<file path="src/rtl/l2_req_arbiter_pkg.sv">
// Shared types for the L2 request arbiter: FSM states, requester ids and the
// latched request record.
package l2_req_arbiter_pkg;

    // Request record fields are sized for the default build; the top casts to its own widths.
    localparam int L2_ADDR_BITS = 32;
    localparam int L2_DATA_BITS = 256;

    typedef enum logic [1:0] {
        IDLE      = 2'd0,
        ISSUE     = 2'd1,
        WAIT_RESP = 2'd2
    } l2_arb_state_e;

    typedef enum logic [1:0] {
        IC_RD = 2'd0,
        DC_RD = 2'd1,
        DC_WR = 2'd2
    } l2_req_src_e;

    typedef struct packed {
        logic [L2_ADDR_BITS-1:0] addr;
        logic [L2_DATA_BITS-1:0] data;
        logic                    we;
        l2_req_src_e             src;
    } l2_req_t;

    function automatic l2_req_src_e src_after(input l2_req_src_e s);
        case (s)
            IC_RD:   return DC_RD;
            DC_RD:   return DC_WR;
            default: return IC_RD;
        endcase
    endfunction

endpackage

</file>
<file path="src/rtl/l2_req_arbiter_rr_pick3.sv">
// Combinational three-way picker returning a one-hot grant and the pointer to use next.
// L2_ARB_WRITE_PRIO_EN gives DC_WR fixed priority with IC_RD/DC_RD rotating.
module rr_pick3
    import l2_req_arbiter_pkg::*;
(
    input  logic [2:0]  req,
    input  l2_req_src_e ptr,
    output logic [2:0]  gnt,
    output l2_req_src_e ptr_next
);

`ifdef L2_ARB_WRITE_PRIO_EN
    // A write-back win leaves the read rotation untouched so reads stay fair.
    always_comb begin
        gnt      = 3'b000;
        ptr_next = ptr;
        if (req[DC_WR]) begin
            gnt = 3'b100;
        end else if (ptr == DC_RD) begin
            if (req[DC_RD]) begin
                gnt      = 3'b010;
                ptr_next = IC_RD;
            end else if (req[IC_RD]) begin
                gnt      = 3'b001;
                ptr_next = DC_RD;
            end
        end else begin
            if (req[IC_RD]) begin
                gnt      = 3'b001;
                ptr_next = DC_RD;
            end else if (req[DC_RD]) begin
                gnt      = 3'b010;
                ptr_next = IC_RD;
            end
        end
    end
`else
    l2_req_src_e cand;

    always_comb begin
        gnt      = 3'b000;
        ptr_next = ptr;
        cand     = ptr;
        for (int i = 0; i < 3; i++) begin
            if (gnt == 3'b000 && req[cand]) begin
                gnt[cand] = 1'b1;
                ptr_next  = src_after(cand);
            end
            cand = src_after(cand);
        end
    end
`endif

endmodule

</file>
<file path="src/rtl/l2_req_arbiter.sv">
// Round-robin arbiter sharing the main-memory port between icache reads, dcache reads
// and dcache write-backs, one read outstanding. Build option: L2_ARB_WRITE_PRIO_EN.
module l2_req_arbiter
    import l2_req_arbiter_pkg::*;
#(
    parameter int ADDR_BITS = 32,
    parameter int IC_DW     = 256,
    parameter int DC_DW     = 256
) (
    input  logic                 clk,
    input  logic                 rst_n,
    input  logic                 ic_rd_valid_i,
    input  logic [ADDR_BITS-1:0] ic_rd_addr_i,
    output logic                 ic_rd_ready_o,
    output logic                 ic_resp_valid_o,
    output logic [IC_DW-1:0]     ic_resp_data_o,
    input  logic                 dc_rd_valid_i,
    input  logic [ADDR_BITS-1:0] dc_rd_addr_i,
    output logic                 dc_rd_ready_o,
    output logic                 dc_resp_valid_o,
    output logic [ADDR_BITS-1:0] dc_resp_addr_o,
    output logic [DC_DW-1:0]     dc_resp_data_o,
    input  logic                 dc_wr_valid_i,
    input  logic [ADDR_BITS-1:0] dc_wr_addr_i,
    input  logic [DC_DW-1:0]     dc_wr_data_i,
    output logic                 dc_wr_ready_o,
    output logic                 mem_valid_o,
    output logic                 mem_we_o,
    output logic [ADDR_BITS-1:0] mem_addr_o,
    output logic [DC_DW-1:0]     mem_wdata_o,
    input  logic                 mem_ready_i,
    input  logic                 mem_resp_valid_i,
    input  logic [ADDR_BITS-1:0] mem_resp_addr_i,
    input  logic [DC_DW-1:0]     mem_resp_data_i,
    output logic                 err_o
);

    l2_arb_state_e state_q, state_d;
    l2_req_src_e   rr_ptr_q, rr_ptr_d, ptr_next;
    l2_req_t       req_q, req_d;
    logic          err_q, err_d;
    logic [2:0]    req_vec, gnt;
    logic          addr_match;

    assign req_vec    = {dc_wr_valid_i, dc_rd_valid_i, ic_rd_valid_i};
    assign addr_match = (mem_resp_addr_i == ADDR_BITS'(req_q.addr));

    rr_pick3 u_pick (
        .req      (req_vec),
        .ptr      (rr_ptr_q),
        .gnt      (gnt),
        .ptr_next (ptr_next)
    );

    always_comb begin
        state_d         = state_q;
        rr_ptr_d        = rr_ptr_q;
        req_d           = req_q;
        err_d           = err_q;
        ic_rd_ready_o   = 1'b0;
        dc_rd_ready_o   = 1'b0;
        dc_wr_ready_o   = 1'b0;
        ic_resp_valid_o = 1'b0;
        dc_resp_valid_o = 1'b0;
        case (state_q)
            IDLE: begin
                if (|gnt) begin
                    {dc_wr_ready_o, dc_rd_ready_o, ic_rd_ready_o} = gnt;
                    rr_ptr_d   = ptr_next;
                    state_d    = ISSUE;
                    req_d.we   = gnt[DC_WR];
                    req_d.data = gnt[DC_WR] ? L2_DATA_BITS'(dc_wr_data_i) : '0;
                    if (gnt[IC_RD]) begin
                        req_d.src  = IC_RD;
                        req_d.addr = L2_ADDR_BITS'(ic_rd_addr_i);
                    end else if (gnt[DC_RD]) begin
                        req_d.src  = DC_RD;
                        req_d.addr = L2_ADDR_BITS'(dc_rd_addr_i);
                    end else begin
                        req_d.src  = DC_WR;
                        req_d.addr = L2_ADDR_BITS'(dc_wr_addr_i);
                    end
                end
            end
            ISSUE: begin
                if (mem_ready_i) begin
                    state_d = req_q.we ? IDLE : WAIT_RESP;
                end
            end
            WAIT_RESP: begin
                if (mem_resp_valid_i) begin
                    if (addr_match) begin
                        ic_resp_valid_o = (req_q.src == IC_RD);
                        dc_resp_valid_o = (req_q.src == DC_RD);
                        state_d         = IDLE;
                    end else begin
                        err_d = 1'b1;
                    end
                end
            end
            default: state_d = IDLE;
        endcase
        // Includes a response landing in the same cycle as the read handshake.
        if (mem_resp_valid_i && state_q != WAIT_RESP) begin
            err_d = 1'b1;
        end
    end

    always_ff @(posedge clk or negedge rst_n) begin
        if (!rst_n) begin
            state_q  <= IDLE;
            rr_ptr_q <= IC_RD;
            req_q    <= '0;
            err_q    <= 1'b0;
        end else begin
            state_q  <= state_d;
            rr_ptr_q <= rr_ptr_d;
            req_q    <= req_d;
            err_q    <= err_d;
        end
    end

    assign ic_resp_data_o = ic_resp_valid_o ? mem_resp_data_i[IC_DW-1:0] : '0;
    assign dc_resp_data_o = dc_resp_valid_o ? mem_resp_data_i : '0;
    assign dc_resp_addr_o = dc_resp_valid_o ? mem_resp_addr_i : '0;
    assign mem_valid_o    = (state_q == ISSUE);
    assign mem_we_o       = mem_valid_o & req_q.we;
    assign mem_addr_o     = ADDR_BITS'(req_q.addr);
    assign mem_wdata_o    = DC_DW'(req_q.data);
    assign err_o          = err_q;

endmodule

</file>
<file path="config.mk">
export PLATFORM = sky130hd
export DESIGN_NAME = l2_req_arbiter
export DESIGN_NICKNAME = d
export VERILOG_FILES = /design/src/rtl/l2_req_arbiter_pkg.sv /design/src/rtl/l2_req_arbiter_rr_pick3.sv /design/src/rtl/l2_req_arbiter.sv
export SDC_FILE = /design/constraint.sdc
export NUM_CORES = 1
export LEC_CHECK = 0
export ABC_AREA = 1
export ABC_CLOCK_PERIOD_IN_PS = 5440
export CAP_MARGIN = 20
export CORE_AREA = 5 5 570 572
export CTS_CLUSTER_SIZE = 40
export DETAILED_ROUTE_END_ITERATION = 8
export DIE_AREA = 0 0 575 577
export DONT_BUFFER_PORTS = 1
export GPL_TIMING_DRIVEN = 0
export PLACE_DENSITY = 0.3
export SYNTH_ARGS = -nofsm -noshare
export SYNTH_HDL_FRONTEND = slang
export SYNTH_HIERARCHICAL = 1
export SYNTH_SLANG_ARGS = --single-unit
</file>
<file path="constraint.sdc">
create_clock -name clk -period 5.44 [get_ports clk]
set_input_delay 0.816 -clock clk [delete_from_list [all_inputs] [get_ports clk]]
set_output_delay 0.816 -clock clk [all_outputs]
set_load 0.01 [all_outputs]
</file>
==> run summary <==
Status: finished with violations
Violated checks: hold timing
Layout cells sized above 1: 0.209
FF-to-FF path depth: 17
Crit-path slowest cell: nor2_1
Levels on crit path: 13
Cell repeated most along the worst path: nand2_1
# IOs: 1487
1st-pass router iterations: 7
Fin crit share: 0.927
Total power: 0.0126 W
Crit path max fanout: 6
Buf/Inv on CP: 4
Place WS: 0.336 ns
TritonCTS buffer count: 42
Post-synth top area cell: dfrtp_1
Setup crit end kind: output port
Tightest Hold Check Type: in -> async
Inst Count DP: 6394
Initial Util: 0.0547
Antenna-violating nets left: 0
Layout Utilization: 0.0763
Post-route setup slack: 0.399 ns
Routed vias: 17400
Die ar.: 0.332 sq mm
Post-Syn Area: 0.0175 sq mm
LEAKAGE: 11.2 nW
Longest Clk Path Bufs: 3
Peak VDD IR: 0.000314 V
Final WL: 236000 um
Starting DRT DRC Count: 1291
Antenna violations before repair: 179
Total track usage: 0.134
Row count: 208
Worst hold slack: -0.107 ns
Gpl congestion: 1.04
CTS tree: yes
DRC Markers: 0
Finished Layout Cells: 6506
Number of global-route vias before repair: 17286
Post-CTS Setup Bufs: 0
Critical-path cell list: inv_1 -> nand2_1 -> nand2_1 -> nand2_1 -> nor2_1 -> nand2_1 -> nor2_1 -> nand3_1 -> inv_2 -> nand2_2 -> buf_2 -> buf_16 -> nor2_1
P&R area growth vs syn: 39.5%
Crit Path Class: reg -> out
WP data required: 4.62 ns
FF+latch count, synth: 296
Die X-Extent: 575 um
Worst path max stage delay: 0.71 ns
Critical path launch point: mem_addr_o[1]
Pin count of the biggest net entering global routing: 297
Reported max-cap violation count: 0
Nets: 2886
Hold Fails Final Rpt: 94
GRT overflow: 0
Pwr dens: 519 mW/mm^2
Clk_lat worst skew: 0.65 ns
Net count after synthesis: 2835
Cts repair resizes: 0
Synth area leaders: dfrtp_1 42%, a22o_1 13%, buf_4 12%
Via-to-Cell Ratio: 2.67
R2R Path Start: rr_ptr_q[0]
Port Buffers: 0
CP startpoint kind: register
Mean post-synth cell area: 7.99 sq um
Skew final: 0.0629 ns
CTS H-tree lvls: 2
Die H: 577 um
WL/cell: 36.2 um
Synth warn: 6
Setup-failing EPs final: 0
Relative max-transition margin: 0.125
Slew Limit Fails: 0
Tightest Pin Transition: 1.31 ns
Synth top area share: 0.424
Period minus WS final: 5.04 ns
Wire length of the first global-routing pass: 275000 um
Crit path DAT: 4.23 ns
Clk slew on worst S/H paths: 0.08 ns
Hpwl dp: 215000 um
Maximum clock rate: 0.198 GHz
CTS root buf: clkbuf_16
Sequential element share of the synthesized area: 0.424
Core outline area: 0.320 sq mm
Clock Sinks: 296
Synth Instances: 2188
Post-synth cell types: 28
RSZ-0062 raised after global routing: false
Delay-heaviest family, CP: simple AND/OR/NAND/NOR gates
[power by group]
part / leakage [nW] / switching (W) / internal (W)
combinational: 6.55 / 0.00436 / 0.00193
clock: 0.700 / 0.00129 / 0.00176
sequential: 3.94 / 0.000501 / 0.00281
total: 11.2 / 0.00614 / 0.00650
[area by class of cell]
type                            instances  area [sq um]
Buffer                                425          2940
Tap cell                             4200          5260
Multi-Input combinational cell       1144          5930
Inverter                              323          1210
Fill cell                           37631        295000
Sequential cell                       296          7410
Clock inverter                         15           218
Antenna cell                           35          87.6
Timing Repair Buffer                    7          98.8
Clock buffer                           61          1220
[sequential cells by signal, indices dropped and copies added (netlist names)]
signal       cells
err_o            1
mem_addr_o      32
mem_wdata_o    256
req_q            3
rr_ptr_q         2
state_q          2
[path summary, 6_finish.rpt]
kind                                           end  slack, ns
worst min-delay path               mem_wdata_o[22]      -0.11
worst max register to register    mem_wdata_o[234]       1.17
min in group clk                  mem_wdata_o[239]       0.30
worst min register to register     mem_wdata_o[68]       0.50
max in group asynchronous         mem_wdata_o[230]       4.49
worst max-delay path            ic_resp_data_o[11]       0.40
[cell usage in the layout, fill, tap and decap left out, drive strengths merged, types with 35 or more instances in the layout]
cell type	instances
nand2	174
inv	327
o21ai	63
buf	385
a22o	256
dfrtp	296
nor2	572
clkbuf	108
nand3	37
diode	35
[cell usage after synthesis, drive strengths merged]
| cell type | number |
|---|---|
| nor3 | 3 |
| xnor2 | 21 |
| nand3 | 37 |
| a211oi | 1 |
| nor2 | 572 |
| o21bai | 2 |
| buf | 378 |
| dfrtp | 296 |
| inv | 323 |
| o21ai | 63 |
| a22o | 256 |
| a31oi | 4 |
| o2111ai | 1 |
| nand2 | 174 |
| clkbuf | 47 |
| a21oi | 8 |
| nand4 | 1 |
| o41ai | 1 |
[worst reg2reg max path: stages (launching register included)]
cell and delay [ns]:
dfrtp_1 0.49, inv_2 0.12, nand3_2 0.10, nand2_2 0.08
nor2_4 0.12, nand3_2 0.09, nand2_2 0.10, nand3_1 0.08
nand2_1 0.06, buf_2 0.28, inv_2 0.19, nor2_1 0.71
nor2_1 0.17, nand2_2 0.32, inv_2 0.19, buf_2 0.38
buf_2 0.44, a22o_1 0.27
[logic make-up (layout without fill, tap and decap cells)]
logic type | Yosys count | count (layout) | share of synthesized area
AOI/OAI and AO/OA | 336 | 336 | 0.153
xor gates and xnor gates | 21 | 21 | 0.0105
buffers and inverters | 748 | 831 | 0.238
DFF | 296 | 296 | 0.424
other | 0 | 35 | 0
and+or+nand+nor | 787 | 787 | 0.175
[per-layer routing]
metal,GRT usage,vias to the layer above,routed length (um)
li1,-,6689,-
met3,0.0731,479,29600
met1,0.129,8577,77500
met5,0,-,303
met4,0.0524,46,11300
met2,0.240,1609,117000
[stage by stage]
stage / TNS, ns / instance area (sq um)
after CTS: 0 / 24300
final: 0 / 24400
after global routing: 0 / 24300
after floorplan: 0 / 17500
after global placement: -0.990 / 22700
after detailed placement: 0 / 22800
Power figures use the tool's default switching activity.
